### src/rtl/uart_word_sender_if.sv
// Signal bundle between user logic, uart_word_sender and the UART transmitter.
// master = the word sender, slave = user logic plus transmitter as seen from outside.
interface uart_word_sender_if;
    logic [15:0] word_in;
    logic        send;
    logic        tx_busy;
    logic [7:0]  tx_data;
    logic        tx_wr;
    logic        tx_en;
    logic        busy;
    logic        done;
    logic        err;

    modport master (
        input  word_in, send, tx_busy,
        output tx_data, tx_wr, tx_en, busy, done, err
    );

    modport slave (
        output word_in, send, tx_busy,
        input  tx_data, tx_wr, tx_en, busy, done, err
    );
endinterface

### src/rtl/uart_word_sender.sv
// Sends a latched 16-bit word to a byte-wide UART transmitter, low byte first,
// with a programmable idle gap between bytes and a watchdog on the transmitter busy rise.
module uart_word_sender #(
    parameter int GAP_CYCLES   = 16,
    parameter int BUSY_TIMEOUT = 1024
) (
    input  logic               clk,
    input  logic               reset,
    uart_word_sender_if.master bus
);
    localparam int TW = $clog2(BUSY_TIMEOUT + 1);
    localparam int GW = (GAP_CYCLES > 0) ? $clog2(GAP_CYCLES + 1) : 1;
    localparam logic [TW-1:0] TIMER_LAST = TW'(BUSY_TIMEOUT - 1);
    localparam logic [GW-1:0] GAP_LAST   = (GAP_CYCLES > 0) ? GW'(GAP_CYCLES - 1) : {GW{1'b0}};

    typedef enum logic [2:0] {
        IDLE  = 3'd0,
        WR0   = 3'd1,
        RISE0 = 3'd2,
        FALL0 = 3'd3,
        GAP   = 3'd4,
        WR1   = 3'd5,
        RISE1 = 3'd6,
        FALL1 = 3'd7
    } state_t;

    state_t        state_q, state_d;
    logic [15:0]   wreg_q, wreg_d;
    logic [TW-1:0] timer_q, timer_d;
    logic [GW-1:0] gap_q, gap_d;
    logic [7:0]    tx_data_q, tx_data_d;
    logic          tx_wr_q, tx_wr_d;
    logic          tx_en_q, tx_en_d;
    logic          busy_q, busy_d;
    logic          done_q, done_d;
    logic          err_q, err_d;
    logic [TW-1:0] timer_inc_s;
    logic [GW-1:0] gap_inc_s;

    // Saturating increments: neither counter may wrap back to zero.
    always_comb begin
        timer_inc_s = (timer_q == {TW{1'b1}}) ? timer_q : timer_q + {{(TW-1){1'b0}}, 1'b1};
        gap_inc_s   = (gap_q == {GW{1'b1}})   ? gap_q   : gap_q + {{(GW-1){1'b0}}, 1'b1};
    end

    // Next-state and registered-output logic of the transfer sequencer.
    always_comb begin
        state_d   = state_q;
        wreg_d    = wreg_q;
        timer_d   = timer_q;
        gap_d     = gap_q;
        tx_data_d = tx_data_q;
        tx_wr_d   = 1'b0;
        tx_en_d   = tx_en_q;
        busy_d    = busy_q;
        done_d    = 1'b0;
        err_d     = err_q;
        case (state_q)
            IDLE: begin
                if (bus.send) begin
                    wreg_d  = bus.word_in;
                    err_d   = 1'b0;
                    busy_d  = 1'b1;
                    tx_en_d = 1'b1;
                    state_d = WR0;
                end else begin
                    busy_d  = 1'b0;
                    tx_en_d = 1'b0;
                end
            end
            WR0, WR1: begin
                tx_data_d = (state_q == WR0) ? wreg_q[7:0] : wreg_q[15:8];
                tx_wr_d   = 1'b1;
                timer_d   = {TW{1'b0}};
                state_d   = (state_q == WR0) ? RISE0 : RISE1;
            end
            RISE0, RISE1: begin
                if (bus.tx_busy) begin
                    state_d = (state_q == RISE0) ? FALL0 : FALL1;
                end else if (timer_q == TIMER_LAST) begin
                    err_d   = 1'b1;
                    busy_d  = 1'b0;
                    tx_en_d = 1'b0;
                    state_d = IDLE;
                end else begin
                    timer_d = timer_inc_s;
                end
            end
            FALL0: begin
                // The byte boundary is the busy fall; the rise only confirms acceptance.
                if (!bus.tx_busy) begin
                    gap_d   = {GW{1'b0}};
                    state_d = (GAP_CYCLES > 0) ? GAP : WR1;
                end else begin
                    state_d = FALL0;
                end
            end
            GAP: begin
                if (gap_q == GAP_LAST) begin
                    state_d = WR1;
                end else begin
                    gap_d = gap_inc_s;
                end
            end
            FALL1: begin
                if (!bus.tx_busy) begin
                    done_d  = 1'b1;
                    busy_d  = 1'b0;
                    tx_en_d = 1'b0;
                    state_d = IDLE;
                end else begin
                    state_d = FALL1;
                end
            end
            default: begin
                busy_d  = 1'b0;
                tx_en_d = 1'b0;
                state_d = IDLE;
            end
        endcase
    end

    // State and output registers, cleared asynchronously by reset.
    always_ff @(posedge clk or posedge reset) begin
        if (reset) begin
            state_q   <= IDLE;
            wreg_q    <= 16'h0000;
            timer_q   <= {TW{1'b0}};
            gap_q     <= {GW{1'b0}};
            tx_data_q <= 8'h00;
            tx_wr_q   <= 1'b0;
            tx_en_q   <= 1'b0;
            busy_q    <= 1'b0;
            done_q    <= 1'b0;
            err_q     <= 1'b0;
        end else begin
            state_q   <= state_d;
            wreg_q    <= wreg_d;
            timer_q   <= timer_d;
            gap_q     <= gap_d;
            tx_data_q <= tx_data_d;
            tx_wr_q   <= tx_wr_d;
            tx_en_q   <= tx_en_d;
            busy_q    <= busy_d;
            done_q    <= done_d;
            err_q     <= err_d;
        end
    end

    assign bus.tx_data = tx_data_q;
    assign bus.tx_wr   = tx_wr_q;
    assign bus.tx_en   = tx_en_q;
    assign bus.busy    = busy_q;
    assign bus.done    = done_q;
    assign bus.err     = err_q;
endmodule

### src/flat_wrapper.sv
// flat-port wrapper written by rule: the top's interface ports become plain ports
module uart_word_sender_flat 
#(
    parameter int GAP_CYCLES   = 16,
    parameter int BUSY_TIMEOUT = 1024
)
  (clk, reset, bus_word_in, bus_send, bus_tx_busy, bus_tx_data, bus_tx_wr, bus_tx_en, bus_busy, bus_done, bus_err);
  uart_word_sender_if bus_i ();
  input  logic clk;
  input  logic reset;
  input wire logic [$bits(bus_i.word_in)-1:0] bus_word_in;
  input wire logic [$bits(bus_i.send)-1:0] bus_send;
  input wire logic [$bits(bus_i.tx_busy)-1:0] bus_tx_busy;
  output wire logic [$bits(bus_i.tx_data)-1:0] bus_tx_data;
  output wire logic [$bits(bus_i.tx_wr)-1:0] bus_tx_wr;
  output wire logic [$bits(bus_i.tx_en)-1:0] bus_tx_en;
  output wire logic [$bits(bus_i.busy)-1:0] bus_busy;
  output wire logic [$bits(bus_i.done)-1:0] bus_done;
  output wire logic [$bits(bus_i.err)-1:0] bus_err;
  assign bus_i.word_in = bus_word_in;
  assign bus_i.send = bus_send;
  assign bus_i.tx_busy = bus_tx_busy;
  assign bus_tx_data = bus_i.tx_data;
  assign bus_tx_wr = bus_i.tx_wr;
  assign bus_tx_en = bus_i.tx_en;
  assign bus_busy = bus_i.busy;
  assign bus_done = bus_i.done;
  assign bus_err = bus_i.err;
  uart_word_sender #(.GAP_CYCLES(GAP_CYCLES), .BUSY_TIMEOUT(BUSY_TIMEOUT)) u_core (.clk(clk), .reset(reset), .bus(bus_i));
endmodule
### config.mk
export PLATFORM = sky130hd
export DESIGN_NAME = uart_word_sender_flat
export DESIGN_NICKNAME = d
export VERILOG_FILES = /design/src/rtl/uart_word_sender_if.sv /design/src/rtl/uart_word_sender.sv /design/src/flat_wrapper.sv
export SDC_FILE = /design/constraint.sdc
export NUM_CORES = 1
export LEC_CHECK = 0
export CAP_MARGIN = 30
export CORE_MARGIN = 2
export CORE_UTILIZATION = 53
export CTS_CLUSTER_SIZE = 14
export DETAILED_ROUTE_END_ITERATION = 10
export HOLD_SLACK_MARGIN = 0.1
export PLACE_DENSITY = 0.78
export SETUP_SLACK_MARGIN = 0.05
export SLEW_MARGIN = 10
export SYNTH_ARGS = -nofsm -noshare
export SYNTH_HDL_FRONTEND = slang
export SYNTH_SLANG_ARGS = --single-unit
### constraint.sdc
create_clock -name clk -period 2.53 [get_ports clk]
set_input_delay 0.253 -clock clk [delete_from_list [all_inputs] [get_ports clk]]
set_output_delay 0.253 -clock clk [all_outputs]
set_load 0.005 [all_outputs]
==> results.yml, run 1 <==
drt:
  post_drt_wl_per_cell_um: 14.6
  dr_total_vias: 1587
  route.detailed.drc: 0
  first_pass_iters: 5
  drt_iter0_drc: 133
  post_detailed_routing_wire_length_mm: 4.08
  via_per_inst: 5.69
  ant_nets: 0
timing:
  rsz0062_at_grt: "false"
  maxSlewViolCount: 0
  max_slew.worst_pin.slew_ns: 0.518
  finalCriticalPeriod_ns: 2.01
  finalSetupViolCount: 0
  timing.max_slew.rel_slack: 0.654
  max_clock_freq_ghz: 0.499
  tns_ns: 0
  finalClockSkew_ns: 0.00570
  finalCritPeriodShare: 0.793
  hold_viol_final: 0
  fin_hold_ws_ns: 0.295
final_layout:
  utilization: 0.663
  drive_above_1_share: 0.140
  antennaDiodeCount: 0
  filler_cell_count: 329
  layout-area-overhead-vs-synth_pct: 20.1
  layout.area.seq_um2: 1180
  layout.cell_area.non_filler_um2: 2670
  multiInputGateArea_um2: 972
  nNetsFinal: 252
global_route:
  global_route.overflow_total: 0
  grt_start_max_net_pins: 26
  grt_pass1_wl_mm: 7.21
  global_route.usage.total: 0.207
  antenna_found_initial: 0
  via_count_of_the_first_global_routing_pass: 1554
pwr:
  sw_frac_of_total: 0.326
  power.net_switching_uw: 824
  cell_internal_pwr_uw: 1710
  power.density_cell_area_nw_per_um2: 948
  power_uw: 2530
  combinationalPowerShare: 0.334
  peak_ir_drop_on_the_vdd_network_v: 0.000602
  total_leakage_power_uw: 0.00120
  p_seq_frac: 0.496
  clockPowerShare: 0.170
yosys:
  postSynthRegisterBits: 47
  mappedNetlistArea_um2: 2220
  netlist.area_leader.share: 0.529
  post-synth-top-area-cell: "dfrtp_1"
  yosys_warnings: 0
  synth_cells: 195
  synthesis.nets: 219
  synth.lib_cells_used.distinct: 42
  syn_avg_cell_area_um2: 11.4
  synthTopCellsByArea: "dfrtp_1 (53%), mux2_2 (8.1%), mux2i_1 (4.5%)"
  sequential_area_share_after_synthesis: 0.529
outcome:
  status: "finished clean"
worst_hold_path:
  hp-class: "in2async"
setup_path:
  max_stage_delay_ns: 0.43
  worst_r2r_startpoint: "u_core.gap_q[0]$_DFFE_PP0P_"
  critical_path_peak_fanout: 9
  timing.critical_path.to_type: "flop"
  slowest_cell_on_crit_path: "dfrtp_1"
  crit_top_cell: "ha_1"
  worst-endpoint-arrival_ns: 2.23
  cp_top_family: "simple AND/OR/NAND/NOR gates"
  worstPathBufferInverterCount: 0
  crit_path_cell_trace: "ha_1 -> and3_1 -> ha_1 -> nor2_1 -> a31oi_4 -> or3_1 -> a21oi_1"
  crit_start: "u_core.gap_q[0]$_DFFE_PP0P_"
  worstSetupStartpointType: "flop"
  cp_data_required_time_ns: 2.76
  critical_path_class: "reg2reg"
cts:
  cts.sinks: 47
  cts-buffers-inserted: 5
  clk_latency_worst_skew_pair_ns: 0.29
  cts.root.buffer_cell: "clkbuf_8"
  setup_bufs_post_cts: 0
  cts.reportedPaths.clkPinSlew_ns: 0.08
  cts_max_path_buffers: 2
  cts_hold_buffers: 0
  cts_repair_resize_count: 0
  cts_tree: "done"
  cts_max_level: 2
placed_design:
  routabilityCongestion: 0.796
  io_buffer_count: 32
  place_area_um2: 2590
  dpl.hpwl_mm: 2.85
flow_run:
  max-cap-violations: 0
floorplan:
  die-area_um2: 4730
  die_h_um: 68.8
  core-area_um2: 4030
  placement_rows: 23
  die_x_um: 68.8
  initial_core_util: 0.552
  io_pins: 33
==> cell type report <==
cell class                      instances  share of cell area
Inverter                                4             0.00562
Tap cell                               50              0.0234
Sequential cell                        47               0.440
Clock buffer                            7              0.0286
Multi-Input combinational cell        134               0.364
Clock inverter                          1             0.00187
Timing Repair Buffer                   36               0.136
==> worst register-to-register path: stages (launching register included) <==
cell and delay, ns:
dfrtp_1 0.43, ha_1 0.23, and3_1 0.20, ha_1 0.20, nor2_1 0.18, a31oi_4 0.16, or3_1 0.39, a21oi_1 0.14
==> cell usage in the layout (no fill, tap or decap), types with 2 or more instances in the layout <==
master,instances
a21oi_1,5
a22o_1,2
a31oi_1,5
a41o_1,2
and3_1,7
and4_1,2
and4b_1,2
buf_4,3
clkbuf_1,2
clkbuf_8,5
clkdlybuf4s50_1,32
dfrtp_1,47
ha_1,4
inv_1,3
mux2_2,16
mux2i_1,10
nand2_1,21
nand2b_1,2
nand3_1,6
nor2_1,11
nor2b_1,2
nor3_1,3
o21ai_0,13
o31ai_1,2
or3_1,2
==> per-layer routing <==
layer  wire length, um  track usage
met5                 0            0
met4                29       0.0588
met3               252       0.0731
met2              1980        0.323
met1              1820        0.272
==> power groups by stage <==
stage / Combinational (uW) / Sequential (uW) / Clock [uW]
floorplan: 635 / 1170 / 0
global placement: 825 / 1260 / 0
detailed placement: 855 / 1270 / 0
CTS: 857 / 1250 / 448
global route: 953 / 1300 / 480
finish: 845 / 1260 / 431
==> stage by stage <==
step / instances / setup slack, ns
after floorplan: 195 / 0.702
after global placement: 271 / 0.640
after detailed placement: 271 / 0.549
after CTS: 279 / 0.527
after global routing: 279 / 0.407
final: 279 / 0.525
==> synth_stat cells (all sizes together) <==
cell,number
a221oi,1
a21oi,5
a21o,1
nor2b,2
a41oi,1
nand4,1
and4b,2
o31ai,2
and4,2
nor3,3
dfrtp,47
a211o,1
mux2,16
o41ai,1
nand3,6
mux2i,10
nand4bb,1
a22o,2
nor3b,1
o21ai,13
o2bb2ai,1
nor2,11
a41o,2
a31oi,6
ha,4
o211ai,1
and4bb,1
nand2b,2
buf,9
a311oi,1
clkbuf,1
or3,2
nand2,21
a211oi,1
nor4b,1
and2,1
inv,4
and3,7
o22ai,1
==> cells by family (layout without fill, tap and decap cells) <==
logic type | Yosys count | after routing | share of synthesized area
simple gates | 64 | 64 | 0.164
fa+ha+maj | 4 | 4 | 0.0225
compound gates | 40 | 40 | 0.124
buf+inv | 14 | 48 | 0.0338
flops | 47 | 47 | 0.529
mux | 26 | 26 | 0.126
==> path summary, 6_finish.rpt <==
| kind | endpoint | slack, ns | cells after the start |
|---|---|---|---|
| max in group asynchronous | u_core.bus.tx_data[3]$_DFFE_PP0P_ | 1.74 | 3 |
| min | u_core.wreg_q[12]$_DFFE_PP0P_ | 0.30 | 2 |
| min reg2reg | u_core.bus.tx_data[7]$_DFFE_PP0P_ | 0.48 | 2 |
| max | u_core.gap_q[3]$_DFFE_PP0P_ | 0.52 | 7 |
| max reg2reg | u_core.gap_q[3]$_DFFE_PP0P_ | 0.52 | 7 |
| min in group clk | u_core.bus.tx_data[7]$_DFFE_PP0P_ | 0.48 | 2 |
==> sequential cells by signal, summed over array words and instances, names as in the netlist <==
name,count
u_core.bus.done,1
u_core.bus.err,1
u_core.bus.tx_data,8
u_core.bus.tx_en,1
u_core.bus.tx_wr,1
u_core.gap_q,5
u_core.state_q,3
u_core.timer_q,11
u_core.wreg_q,16
(Power assumes the default switching activity.)
==> run 2: changes to the inputs <==
- clock period: 2.53 -> 1.95 ns (I/O delays scaled with it)
==> results.yml, run 2 (synthesis gave the netlist of run 1 again) <==
cts:
  clk_latency_worst_skew_pair_ns: 0.30
  cts-buffers-inserted: 5
  cts_max_path_buffers: 2
  cts_tree: "done"
  cts_max_level: 2
  cts.sinks: 47
  cts.reportedPaths.clkPinSlew_ns: 0.08
  cts_hold_buffers: 0
  cts.root.buffer_cell: "clkbuf_8"
drt:
  ant_nets: 0
  first_pass_iters: 4
  drt_iter0_drc: 152
  route.detailed.drc: 0
  post_drt_wl_per_cell_um: 15.2
  via_per_inst: 5.68
  post_detailed_routing_wire_length_mm: 4.35
  dr_total_vias: 1625
final_layout:
  largest_register_ffs: 16
  nNetsFinal: 260
  drive_above_1_share: 0.199
  utilization: 0.696
  filler_cell_count: 296
  commonest_cells_after_routing_fill_and_taps_aside: "dfrtp_1 (47), clkdlybuf4s50_1 (32), nand2_1 (21)"
  antennaDiodeCount: 0
  layout.area.seq_um2: 1180
  regMostFlops: "u_core.wreg_q"
  layout-area-overhead-vs-synth_pct: 26.1
  multiInputGateArea_um2: 1010
  final_common_cell: "dfrtp_1"
floorplan:
  initial_core_util: 0.552
  core-area_um2: 4030
  placement_rows: 23
  io_pins: 33
  die_h_um: 68.8
  die-area_um2: 4730
  die_x_um: 68.8
setup_path:
  critical_path_peak_fanout: 3
  cp_data_required_time_ns: 2.19
  worst-endpoint-arrival_ns: 2.06
  critical_path.reg2reg.endpoint: "u_core.gap_q[3]$_DFFE_PP0P_"
  reg2reg_setup_slack_ns: 0.12
  timing.critical_path.to_type: "flop"
  worstRegToRegCells: 7
  critical_path_class: "reg2reg"
  worstSetupStartpointType: "flop"
  worst_r2r_startpoint: "u_core.gap_q[0]$_DFFE_PP0P_"
placed_design:
  routabilityCongestion: 0.744
  dpl.hpwl_mm: 3.00
  io_buffer_count: 32
outcome:
  status: "finished clean"
flow_run:
  max-cap-violations: 0
global_route:
  grt_start_max_net_pins: 27
  via_count_of_the_first_global_routing_pass: 1477
  global_route.usage.total: 0.204
  global_route.overflow_total: 0
  antenna_found_initial: 0
  grt_pass1_wl_mm: 7.04
timing:
  tns_ns: 0
  timing.max_slew.rel_slack: 0.639
  maxSlewViolCount: 0
  max_slew.worst_pin.slew_ns: 0.540
  finalCriticalPeriod_ns: 1.83
  hold_viol_final: 0
  max_clock_freq_ghz: 0.548
  finalSetupViolCount: 0
  rsz0062_at_grt: "false"
  finalCritPeriodShare: 0.936
  finalClockSkew_ns: 0.00989
pwr:
  total_leakage_power_uw: 0.00125
  power.density_cell_area_nw_per_um2: 1260
  peak_ir_drop_on_the_vdd_network_v: 0.000861
worst_hold_path:
  hp-class: "in2async"
==> run 2: cell count changes in the layout (fill, tap and decap cells not counted), sizes merged <==
cell      delta
clkinv       -1
clkinvlp     +1
bufinv       +1
buf          +8
clkbuf       -2
==> run 2: routing by layer <==
layer  up-vias  routed length (um)  track usage
li1        794                   -            -
met1       775                1980        0.293
met2        49                2040        0.294
met3         7                 261       0.0601
met4         0                  65       0.0735
met5         -                   0            0
==> run 2: power breakdown <==
| part | internal (uW) | leakage (uW) | total, uW | switching (uW) |
|---|---|---|---|---|
| clock | 375 | 0.0000502 | 693 | 318 |
| sequential | 1310 | 0.000602 | 1580 | 272 |
| combinational | 742 | 0.000595 | 1270 | 528 |
| total | 2430 | 0.00125 | 3550 | 1120 |
==> run 2: through the flow <==
stage / total power (uW) / setup slack [ns] / hold WS, ns / instances / cell area, um^2
floorplan: 2340 / 0.122 / 0.333 / 195 / 2220
global placement: 2780 / 0.133 / 0.463 / 276 / 2640
detailed placement: 2830 / 0.0436 / 0.475 / 276 / 2640
CTS: 3520 / 0.0689 / 0.265 / 283 / 2750
global route: 3780 / 0.0642 / 0.297 / 286 / 2800
finish: 3550 / 0.125 / 0.250 / 286 / 2800
==> run 2: area by class of cell <==
| type | instances | share of cell area |
|---|---|---|
| inverter | 4 | 0.00535 |
| multi-input combinational | 134 | 0.360 |
| timing repair buffer | 44 | 0.155 |
| clock inverter | 2 | 0.0134 |
| sequential | 47 | 0.419 |
| tap | 50 | 0.0223 |
| clock buffer | 5 | 0.0245 |
==> run 2: worst max-delay path by stage <==
stage,start,end
after floorplan,u_core.gap_q[0]$_DFFE_PP0P_,u_core.gap_q[3]$_DFFE_PP0P_
after global placement,u_core.gap_q[0]$_DFFE_PP0P_,u_core.gap_q[3]$_DFFE_PP0P_
after detailed placement,u_core.gap_q[0]$_DFFE_PP0P_,u_core.gap_q[3]$_DFFE_PP0P_
after CTS,u_core.gap_q[0]$_DFFE_PP0P_,u_core.gap_q[3]$_DFFE_PP0P_
after global routing,u_core.gap_q[0]$_DFFE_PP0P_,u_core.gap_q[3]$_DFFE_PP0P_
final,u_core.gap_q[0]$_DFFE_PP0P_,u_core.gap_q[3]$_DFFE_PP0P_
==> run 2: repair_timing <==
action / 4_1_cts / 5_1_grt
setup buffers: 0 / 3
resized for setup: 1 / 9
endpoints found under the hold margin: 0 / 0
pin swaps: 0 / 1
endpoints found under the setup margin: 1 / 3
==> run 2: critical path, stage by stage (launching register included) <==
cell     delay [ns]
dfrtp_1        0.40
ha_1           0.24
and3_4         0.21
ha_4           0.17
nor2_4         0.12
a31oi_4        0.10
or3_4          0.38
a21oi_2        0.13
